==> config.mk <==
export PLATFORM = sky130hd
export DESIGN_NAME = rename_recover_ctrl_flat
export DESIGN_NICKNAME = d
export VERILOG_FILES = /design/src/rtl/rename_recover_ctrl_pkg.sv /design/src/rtl/rename_recover_ctrl_if.sv /design/src/rtl/rename_recover_lane.sv /design/src/rtl/rename_recover_ctrl.sv /design/src/flat_wrapper.sv
export SDC_FILE = /design/constraint.sdc
export NUM_CORES = 1
export LEC_CHECK = 0
export CAP_MARGIN = 20
export CORE_AREA = 2 2 110 112
export CTS_BUF_LIST = sky130_fd_sc_hd__clkbuf_16
export DETAILED_ROUTE_END_ITERATION = 6
export DIE_AREA = 0 0 112 114
export SLEW_MARGIN = 30
export SYNTH_ARGS = -nofsm -noshare
export SYNTH_HDL_FRONTEND = slang
export SYNTH_SLANG_ARGS = --single-unit
==> constraint.sdc <==
create_clock -name Clk -period 2.9 [get_ports Clk]
set_input_delay 0.29 -clock Clk [delete_from_list [all_inputs] [get_ports Clk]]
set_output_delay 0.29 -clock Clk [all_outputs]
set_load 0.03 [all_outputs]
==> src/rtl/rename_recover_ctrl_pkg.sv <==
// Shared widths, recovery state encoding and mapping-bus helpers for RAT recovery.
package rename_recover_ctrl_pkg;

    localparam int unsigned RR_ARCH_REGS = 32;
    localparam int unsigned RR_AREG_W    = 5;
    localparam int unsigned RR_PREG_W    = 7;
    localparam int unsigned RR_LANES     = 4;

    typedef enum logic [1:0] {
        StIdle   = 2'd0,
        StSettle = 2'd1,
        StWalk   = 2'd2,
        StDone   = 2'd3
    } rr_state_e;

    // Physical register held for architectural register i in a flattened mapping bus.
    function automatic logic [RR_PREG_W-1:0] arch_map_slice(
        input logic [RR_ARCH_REGS*RR_PREG_W-1:0] map,
        input int unsigned                       i
    );
        return map[i*RR_PREG_W +: RR_PREG_W];
    endfunction

endpackage

==> src/rtl/rename_recover_ctrl_if.sv <==
// Flush request, committed mapping, RAT write port and status for the recovery controller.
interface rename_recover_ctrl_if
    import rename_recover_ctrl_pkg::*;
#(
    parameter int unsigned ARCH_REGS = RR_ARCH_REGS,
    parameter int unsigned AREG_W    = RR_AREG_W,
    parameter int unsigned PREG_W    = RR_PREG_W,
    parameter int unsigned LANES     = RR_LANES
);

    logic                        FlushReq;
    logic [ARCH_REGS*PREG_W-1:0] ArchMapIn;
    logic                        ArchSStop;
    logic [LANES-1:0]            RatWrEn;
    logic [LANES*AREG_W-1:0]     RatWrAddr;
    logic [LANES*PREG_W-1:0]     RatWrData;
    logic                        RenameStall;
    logic                        RecoverBusy;
    logic                        RecoverDone;

    // The recovery controller.
    modport master (
        input  FlushReq, ArchMapIn,
        output ArchSStop, RatWrEn, RatWrAddr, RatWrData, RenameStall, RecoverBusy, RecoverDone
    );

    // Commit, architectural table and rename side.
    modport slave (
        output FlushReq, ArchMapIn,
        input  ArchSStop, RatWrEn, RatWrAddr, RatWrData, RenameStall, RecoverBusy, RecoverDone
    );

endinterface

==> src/rtl/rename_recover_lane.sv <==
// One RAT write lane: architectural index idx+LANE and its committed physical mapping.
module rename_recover_lane #(
    parameter int unsigned ARCH_REGS = 32,
    parameter int unsigned AREG_W    = 5,
    parameter int unsigned PREG_W    = 7,
    parameter int unsigned LANE      = 0
) (
    input  logic [AREG_W-1:0]           idx_i,
    input  logic                        walk_i,
    input  logic [ARCH_REGS*PREG_W-1:0] map_i,
    output logic [AREG_W-1:0]           addr_o,
    output logic [PREG_W-1:0]           data_o
);

    logic [AREG_W-1:0] addr;

    assign addr   = idx_i + AREG_W'(LANE);
    // Outputs held at zero outside the walk so the write port stays quiet.
    assign addr_o = walk_i ? addr : '0;
    assign data_o = walk_i ? map_i[addr*PREG_W +: PREG_W] : '0;

endmodule

==> src/rtl/rename_recover_ctrl.sv <==
// After a flush, freezes the architectural table and copies its mappings into the RAT
// LANES entries per cycle while holding rename stalled.
module rename_recover_ctrl
    import rename_recover_ctrl_pkg::*;
#(
    parameter int unsigned ARCH_REGS = RR_ARCH_REGS,
    parameter int unsigned AREG_W    = RR_AREG_W,
    parameter int unsigned PREG_W    = RR_PREG_W,
    parameter int unsigned LANES     = RR_LANES
) (
    input logic                  Clk,
    input logic                  Rest,
    rename_recover_ctrl_if.master bus
);

    localparam logic [AREG_W-1:0] IdxStep = AREG_W'(LANES);
    localparam logic [AREG_W-1:0] IdxLast = AREG_W'(ARCH_REGS - LANES);

    rr_state_e         state_q, state_d;
    logic [AREG_W-1:0] idx_q, idx_d;
    logic              walk;

    always_ff @(posedge Clk) begin
        if (Rest) begin
            state_q <= StIdle;
            idx_q   <= '0;
        end else begin
            state_q <= state_d;
            idx_q   <= idx_d;
        end
    end

    always_comb begin
        state_d = state_q;
        idx_d   = idx_q;
        unique case (state_q)
            StIdle: begin
                if (bus.FlushReq) begin
                    state_d = StSettle;
                end
            end
            StSettle: begin
                state_d = StWalk;
                idx_d   = '0;
            end
            StWalk: begin
                idx_d = idx_q + IdxStep;
                if (idx_q == IdxLast) begin
                    state_d = StDone;
                end
            end
            StDone: begin
                state_d = StIdle;
            end
            default: begin
                state_d = StIdle;
            end
        endcase
        // A new flush anywhere restarts the walk from the settle bubble.
        if (bus.FlushReq) begin
            state_d = StSettle;
            idx_d   = '0;
        end
    end

    assign walk            = (state_q == StWalk);
    assign bus.ArchSStop   = (state_q == StSettle) || walk;
    assign bus.RecoverBusy = (state_q != StIdle);
    // An aborted walk must not report completion.
    assign bus.RecoverDone = (state_q == StDone) && !bus.FlushReq;
    assign bus.RenameStall = bus.FlushReq || (state_q != StIdle);
    assign bus.RatWrEn     = {LANES{walk}};

    logic [LANES*AREG_W-1:0] wr_addr;
    logic [LANES*PREG_W-1:0] wr_data;

    for (genvar k = 0; k < LANES; k++) begin : g_lane
        rename_recover_lane #(
            .ARCH_REGS (ARCH_REGS),
            .AREG_W    (AREG_W),
            .PREG_W    (PREG_W),
            .LANE      (k)
        ) u_lane (
            .idx_i  (idx_q),
            .walk_i (walk),
            .map_i  (bus.ArchMapIn),
            .addr_o (wr_addr[k*AREG_W +: AREG_W]),
            .data_o (wr_data[k*PREG_W +: PREG_W])
        );
    end

    assign bus.RatWrAddr = wr_addr;
    assign bus.RatWrData = wr_data;

endmodule

==> src/flat_wrapper.sv <==
// flat-port wrapper written by rule: the top's interface ports become plain ports
module rename_recover_ctrl_flat import rename_recover_ctrl_pkg::*;
#(
    parameter int unsigned ARCH_REGS = RR_ARCH_REGS,
    parameter int unsigned AREG_W    = RR_AREG_W,
    parameter int unsigned PREG_W    = RR_PREG_W,
    parameter int unsigned LANES     = RR_LANES
)
  (Clk, Rest, bus_FlushReq, bus_ArchMapIn, bus_ArchSStop, bus_RatWrEn, bus_RatWrAddr, bus_RatWrData, bus_RenameStall, bus_RecoverBusy, bus_RecoverDone);
  rename_recover_ctrl_if #(.ARCH_REGS(ARCH_REGS), .AREG_W(AREG_W), .PREG_W(PREG_W), .LANES(LANES)) bus_i ();
  input logic Clk;
  input logic Rest;
  input wire logic [$bits(bus_i.FlushReq)-1:0] bus_FlushReq;
  input wire logic [$bits(bus_i.ArchMapIn)-1:0] bus_ArchMapIn;
  output wire logic [$bits(bus_i.ArchSStop)-1:0] bus_ArchSStop;
  output wire logic [$bits(bus_i.RatWrEn)-1:0] bus_RatWrEn;
  output wire logic [$bits(bus_i.RatWrAddr)-1:0] bus_RatWrAddr;
  output wire logic [$bits(bus_i.RatWrData)-1:0] bus_RatWrData;
  output wire logic [$bits(bus_i.RenameStall)-1:0] bus_RenameStall;
  output wire logic [$bits(bus_i.RecoverBusy)-1:0] bus_RecoverBusy;
  output wire logic [$bits(bus_i.RecoverDone)-1:0] bus_RecoverDone;
  assign bus_i.FlushReq = bus_FlushReq;
  assign bus_i.ArchMapIn = bus_ArchMapIn;
  assign bus_ArchSStop = bus_i.ArchSStop;
  assign bus_RatWrEn = bus_i.RatWrEn;
  assign bus_RatWrAddr = bus_i.RatWrAddr;
  assign bus_RatWrData = bus_i.RatWrData;
  assign bus_RenameStall = bus_i.RenameStall;
  assign bus_RecoverBusy = bus_i.RecoverBusy;
  assign bus_RecoverDone = bus_i.RecoverDone;
  rename_recover_ctrl #(.ARCH_REGS(ARCH_REGS), .AREG_W(AREG_W), .PREG_W(PREG_W), .LANES(LANES)) u_core (.Clk(Clk), .Rest(Rest), .bus(bus_i));
endmodule
Word-level counts from Yosys, hierarchy flattened --
Cells that the tools add are included.
Storage, ports and cells: register bits 7, memories 0, logic and storage cells 45, bits in read-only memories 0, output and inout port bits 56, bits in writable memories 0, latch bits 0
Cells by class: mux-type cells 12, shift-type cells 4, reductions and logical operators 10, divide/modulo/power cells 0, add/sub/neg operators 4, order comparisons 0, bitwise logic cells 1, $mul 4, equality and inequality tests 7
Operator list (count):
- $shiftx A224 B9 Y7 | 4
- $mul A5 B3 Y8 const B | 4
- $mux W7 | 4
- $mux W5 | 4
- $add A5 B2 Y5 const B | 2
- $pmux W5 S2 | 1
- $pmux W2 S3 | 1
- $add A5 B1 Y5 const B | 1
- $add A5 B3 Y5 const B | 1
- $eq A5 B5 Y1 const B | 1
- $eq A2 B2 Y1 const B | 2
- $reduce_and A2 Y1 | 2
- $reduce_bool A2 Y1 | 2
- $ne A3 B2 Y1 const B | 1
- $eq A2 B1 Y1 const B | 1
- $logic_not A2 Y1 | 1
- $logic_or A1 B1 Y1 | 2
- $mux W2 | 1
- $ne A2 B1 Y1 const B | 1
- $ne A2 B2 Y1 const B | 1
- $reduce_or A2 Y1 | 1
- $logic_and A1 B1 Y1 | 1
- $logic_not A1 Y1 | 1
- $mux W1 | 1
- $not A1 Y1 | 1

Longest topological paths before layout --
depth in word-level cells 4, depth in mapped cells 6, mapped depth without buffers 5

By module --
A second synthesis with hierarchy kept.
Unflattened totals: cell total of the unflattened synthesis 890, area, all modules 8660.8 um^2
By module, submodules not included:
- rename_recover_lane (u_core.g_lane[1].u_lane) | area an instance 2249.7 um^2, times used 1, cells each 253
- rename_recover_lane (u_core.g_lane[3].u_lane) | area an instance 2087.0 um^2, times used 1, cells each 254
- rename_recover_lane (u_core.g_lane[2].u_lane) | area an instance 2068.2 um^2, times used 1, cells each 202
- rename_recover_lane (u_core.g_lane[0].u_lane) | area an instance 1901.8 um^2, times used 1, cells each 143
- rename_recover_ctrl | area an instance 354.1 um^2, times used 1, cells each 38

Least setup slack after synthesis --
Ideal clock, no wire load.
path kind register to output, start point register u_core.state_q[0], end point output bus_RatWrData[0], arrival time 2.060 ns, slack 0.550 ns, required time 2.610 ns, stages on the path, launching flop included 7, cells stage by stage dfxtp_1 -> inv_1 -> ha_1 -> clkbuf_1 -> clkbuf_1 -> o21ai_0 -> a211oi_1
On the way: longest elaborated chain between the ends 2
RTL lines:
- start, declared | RTL line rename_recover_ctrl.sv:19 | rr_state_e state_q, state_d;
- start signal, assigned | RTL line rename_recover_ctrl.sv:25 | state_q <= StIdle;
- start signal, assigned | RTL line rename_recover_ctrl.sv:28 | state_q <= state_d;
- $eq A2 B2 Y1 | RTL line rename_recover_ctrl.sv:66 | assign walk = (state_q == StWalk);
- net u_core.g_lane[0].u_lane.walk_i | RTL line rename_recover_lane.sv:9 | input logic walk_i,
- $mux W7 | RTL line rename_recover_lane.sv:20 | assign data_o = walk_i ? map_i[addr*PREG_W +: PREG_W] : '0;
- end, declared | RTL line flat_wrapper.sv:18 | output wire logic [$bits(bus_i.RatWrData)-1:0] bus_RatWrData;
The timed path passes the listed nets, and every way through them passes these cells.

Final worst setup path --
start point register u_core.idx_q[3], end point output bus_RatWrData[27]
On the way: longest elaborated chain between the ends 4
RTL lines:
- start, declared | RTL line rename_recover_ctrl.sv:20 | logic [AREG_W-1:0] idx_q, idx_d;
- start signal, assigned | RTL line rename_recover_ctrl.sv:29 | idx_q <= idx_d;
- $add A5 B2 Y5 | RTL line rename_recover_lane.sv:17 | assign addr = idx_i + AREG_W'(LANE);
- $mul A5 B3 Y8 | RTL line rename_recover_lane.sv:20
- $shiftx A224 B9 Y7 | RTL line rename_recover_lane.sv:20
- $mux W7 | RTL line rename_recover_lane.sv:20
Every way passes these cells.

==> flow_summary_export.csv <==
group,metric,value,unit
power_and_ir_drop,p_per_area,158,nW/um^2
synth,synth_seq_cells,5,
worst_hold_path,whs_path_depth,2,
floorplanning,ios,283,
final_layout,nFillCells,1128,
synth,yosysSeqAreaShare,0.0421,
cts,holdBufCountCts,0,
grt,grt_pass1_vias,3126,
timing,drv_slew,0,
cts,cts_root_buf,"clkbuf_16",
cts,postCtsSetupBuffers,0,
timing,rsz0062_at_grt,"no",
route,wl_per_cell,18.3,um
floorplanning,coreArea,11700,um^2
critical_path,crit_chain,"buf_4 > mux2_2 > o21ai_0 > a211oi_1 > clkdlybuf4s50_1",
synth,avgSynthCellArea,9.37,um^2
timing,min_period_over_period,0.884,
final_layout,fin_area,5240,um^2
final_layout,num_antenna_cells,0,
run,max_cap_viol_count,0,
grt,grt_max_degree,38,
final_layout,drive_above_1_share,0.164,
route,ant_nets,0,
timing,hold_slack,0.568,ns
cts,numCtsBuffers,3,
final_layout,area_growth,120,%
timing,fin_skew,0.00328,ns
timing,setup_violations,0,
status,status,"finished, final reports clean",
critical_path,path_buf_inv,2,
critical_path,cp.depth,5,
grt,overflow,0,
critical_path,reg2reg_slack,1.23,ns
cts,ctsResizeCount,0,
timing,final-hold-violation-count,0,
critical_path,reg2reg_from,"u_core.idx_q[4]",
route,vias,3049,
floorplanning,chipHeight,114,um
route,route.detailed.drc,0,
critical_path,cp.arrival,2.27,ns
cts,clk_path_buf_depth,2,
critical_path,crit_fanout,14,
cts,cts_num_sinks,5,
cts,clock_latency,0.23,ns
timing,fmax,390,MHz
cts,cts.clk_slew.worst_paths,0.04,ns
timing,tns,0,ns
worst_hold_path,min_from,"u_core.state_q[0]",
place,dpl.hpwl,9800,um
grt,antenna_found_initial,0,
cts,cts_max_level,1,
synth,yosys.area.top_type,"mux4_2",
worst_hold_path,hold_end,"u_core.state_q[0]",
critical_path,crit_type,"flop to output port",
place,gp_congestion,0.867,
critical_path,max_stage_delay,0.74,ns
cts,cts_tree,"done",
final_layout,nNetsFinal,740,
floorplanning,initial_core_util,0.203,
synth,netlist.area_leader.share,0.265,
floorplanning,fp.dieW,112,um
critical_path,cp_top_family,"buffers and inverters",
route,drtPass1Iterations,4,
critical_path,critPathCaptureType,"output port",
worst_hold_path,min_path_type,"flop to flop",
critical_path,r2r-end,"u_core.state_q[1]",
grt,grt_usage,0.171,
route,drt_iter0_markers,124,
synth,synth.distinct_cells,29,
critical_path,r2r_cells,5,
timing,period_minus_slack,2.56,ns
synth,mappedNetlistArea,2380,um^2
floorplanning,die_area,12800,um^2
critical_path,crit_path_top_delay_cell,"clkdlybuf4s50_1",
route,routed_wl,12000,um
power_and_ir_drop,max-vdd-ir-drop,0.174,mV
place,placed_area,5160,um^2
synth,netlist_instances,254,
synth,ys_top_cells_by_area,"mux4_2 (26%), mux2_2 (13%), mux2i_1 (12%), buf_4 (8.2%), a211oi_1 (7.9%)",
power_and_ir_drop,p_leak,1.73,nW
place,io_buffers,278,
grt,grt_pass1_wl,17400,um
route,vias_per_cell,4.67,
floorplanning,placementRows,40,
critical_path,required,2.61,ns
critical_path,critPathLaunchType,"flop",
synth,yosys_warnings,0,
## per-layer routing
| layer | share of wire | vias up | global-route usage | routed length [um] |
|---|---|---|---|---|
| met3 | 0.070 | 12 | 0.0308 | 839 |
| met1 | 0.40 | 1441 | 0.209 | 4800 |
| li1 | - | 1457 | - | - |
| met2 | 0.52 | 139 | 0.319 | 6180 |
| met5 | 0 | - | 0 | 0 |
| met4 | 0.012 | 0 | 0.0268 | 144 |
## cell families (layout without fill, tap and decap cells)
| logic type | count (synthesis) | after routing | synth area share |
|---|---|---|---|
| AOI/OAI and AO/OA | 63 | 63 | 0.170 |
| DFF | 5 | 5 | 0.0421 |
| muxes | 84 | 84 | 0.515 |
| and+or+nand+nor | 46 | 46 | 0.0920 |
| other | 1 | 4 | 0.00158 |
| buffers and inverters | 49 | 298 | 0.147 |
| adders and majority gates | 6 | 6 | 0.0315 |
## through the flow
stage                     cells  power (mW)  utilization  worst slack, ns
final                       653       0.827        0.448            0.336
after CTS                   653       0.833        0.448            0.316
after global placement      649       0.596        0.441            0.569
after detailed placement    649       0.602        0.441            0.553
after floorplan             257       0.247            -            0.550
after global routing        653       0.865        0.448            0.209
## worst max path at each step
stage / start / to / slack, ns
2_1_floorplan: u_core.state_q[0] / bus_RatWrData[0] / 0.55
3_3_place_gp: u_core.idx_q[3] / bus_RatWrData[7] / 0.57
3_5_place_dp: u_core.idx_q[3] / bus_RatWrData[27] / 0.55
4_1_cts: u_core.idx_q[3] / bus_RatWrData[27] / 0.32
5_1_grt: u_core.state_q[1] / bus_RatWrData[27] / 0.21
6_report: u_core.idx_q[3] / bus_RatWrData[27] / 0.34
## cells in the final DEF (no fill, tap or decap), drive strengths merged
cell and instances:
mux2 28, inv 5, mux2i 28, buf 14, o21ai 28, nand2 2
or2 1, ha 6, clkdlybuf4s50 276, dfxtp 5, mux4 28, a311oi 1
nand3 2, a21oi 5, o22ai 1, clkbuf 3, nor2b 3, nand3b 1
and2 5, a211oi 28, conb 4, nor2 28, nand2b 4
## synth_stat cells
cell      instances
and2_1            5
a311oi_1          1
dfxtp_1           5
nand3b_1          1
o21ai_0          28
buf_6             2
nor2_2            3
buf_4            26
buf_12            2
a211oi_2          3
or2_2             1
a21oi_1           5
nor2b_1           3
conb_1            1
mux2_2           28
clkbuf_2          3
buf_8             1
o22ai_1           1
nand2_1           2
ha_1              6
a211oi_1         25
mux2i_1          28
inv_1             4
nand2b_1          4
nor2_1           25
buf_2             5
mux4_2           28
clkbuf_1          6
nand3_1           2
## state kept, by name, indices dropped and copies added, names as in the netlist
name / count
u_core.idx_q: 3
u_core.state_q: 2
## worst reg2reg max path, delay by kind of cell (launching register included)
kind / cells / cell delay (ns)
compound gates: 2 / 0.30
fa+ha+maj: 1 / 0.24
buf+inv: 1 / 0.42
flops: 1 / 0.49
simple gates: 1 / 0.13
## cell type report
cell class,count,area [um^2],share of cell area
Clock buffer,3,75.1,0.0143
Clock inverter,1,3.75,0.000716
Inverter,4,15.0,0.00286
Multi-Input combinational cell,203,1940,0.371
Sequential cell,5,105,0.0200
Tap cell,147,184,0.0351
Timing Repair Buffer,290,2920,0.556
## where the power goes
group	switching (mW)	internal (mW)	leakage [nW]	total, mW
registers	0.00241	0.0703	0.0420	0.0727
logic	0.159	0.370	1.65	0.529
clock network	0.0472	0.179	0.0423	0.226
total	0.208	0.619	1.73	0.827
No activity file was read; power rests on OpenSTA's default activity.
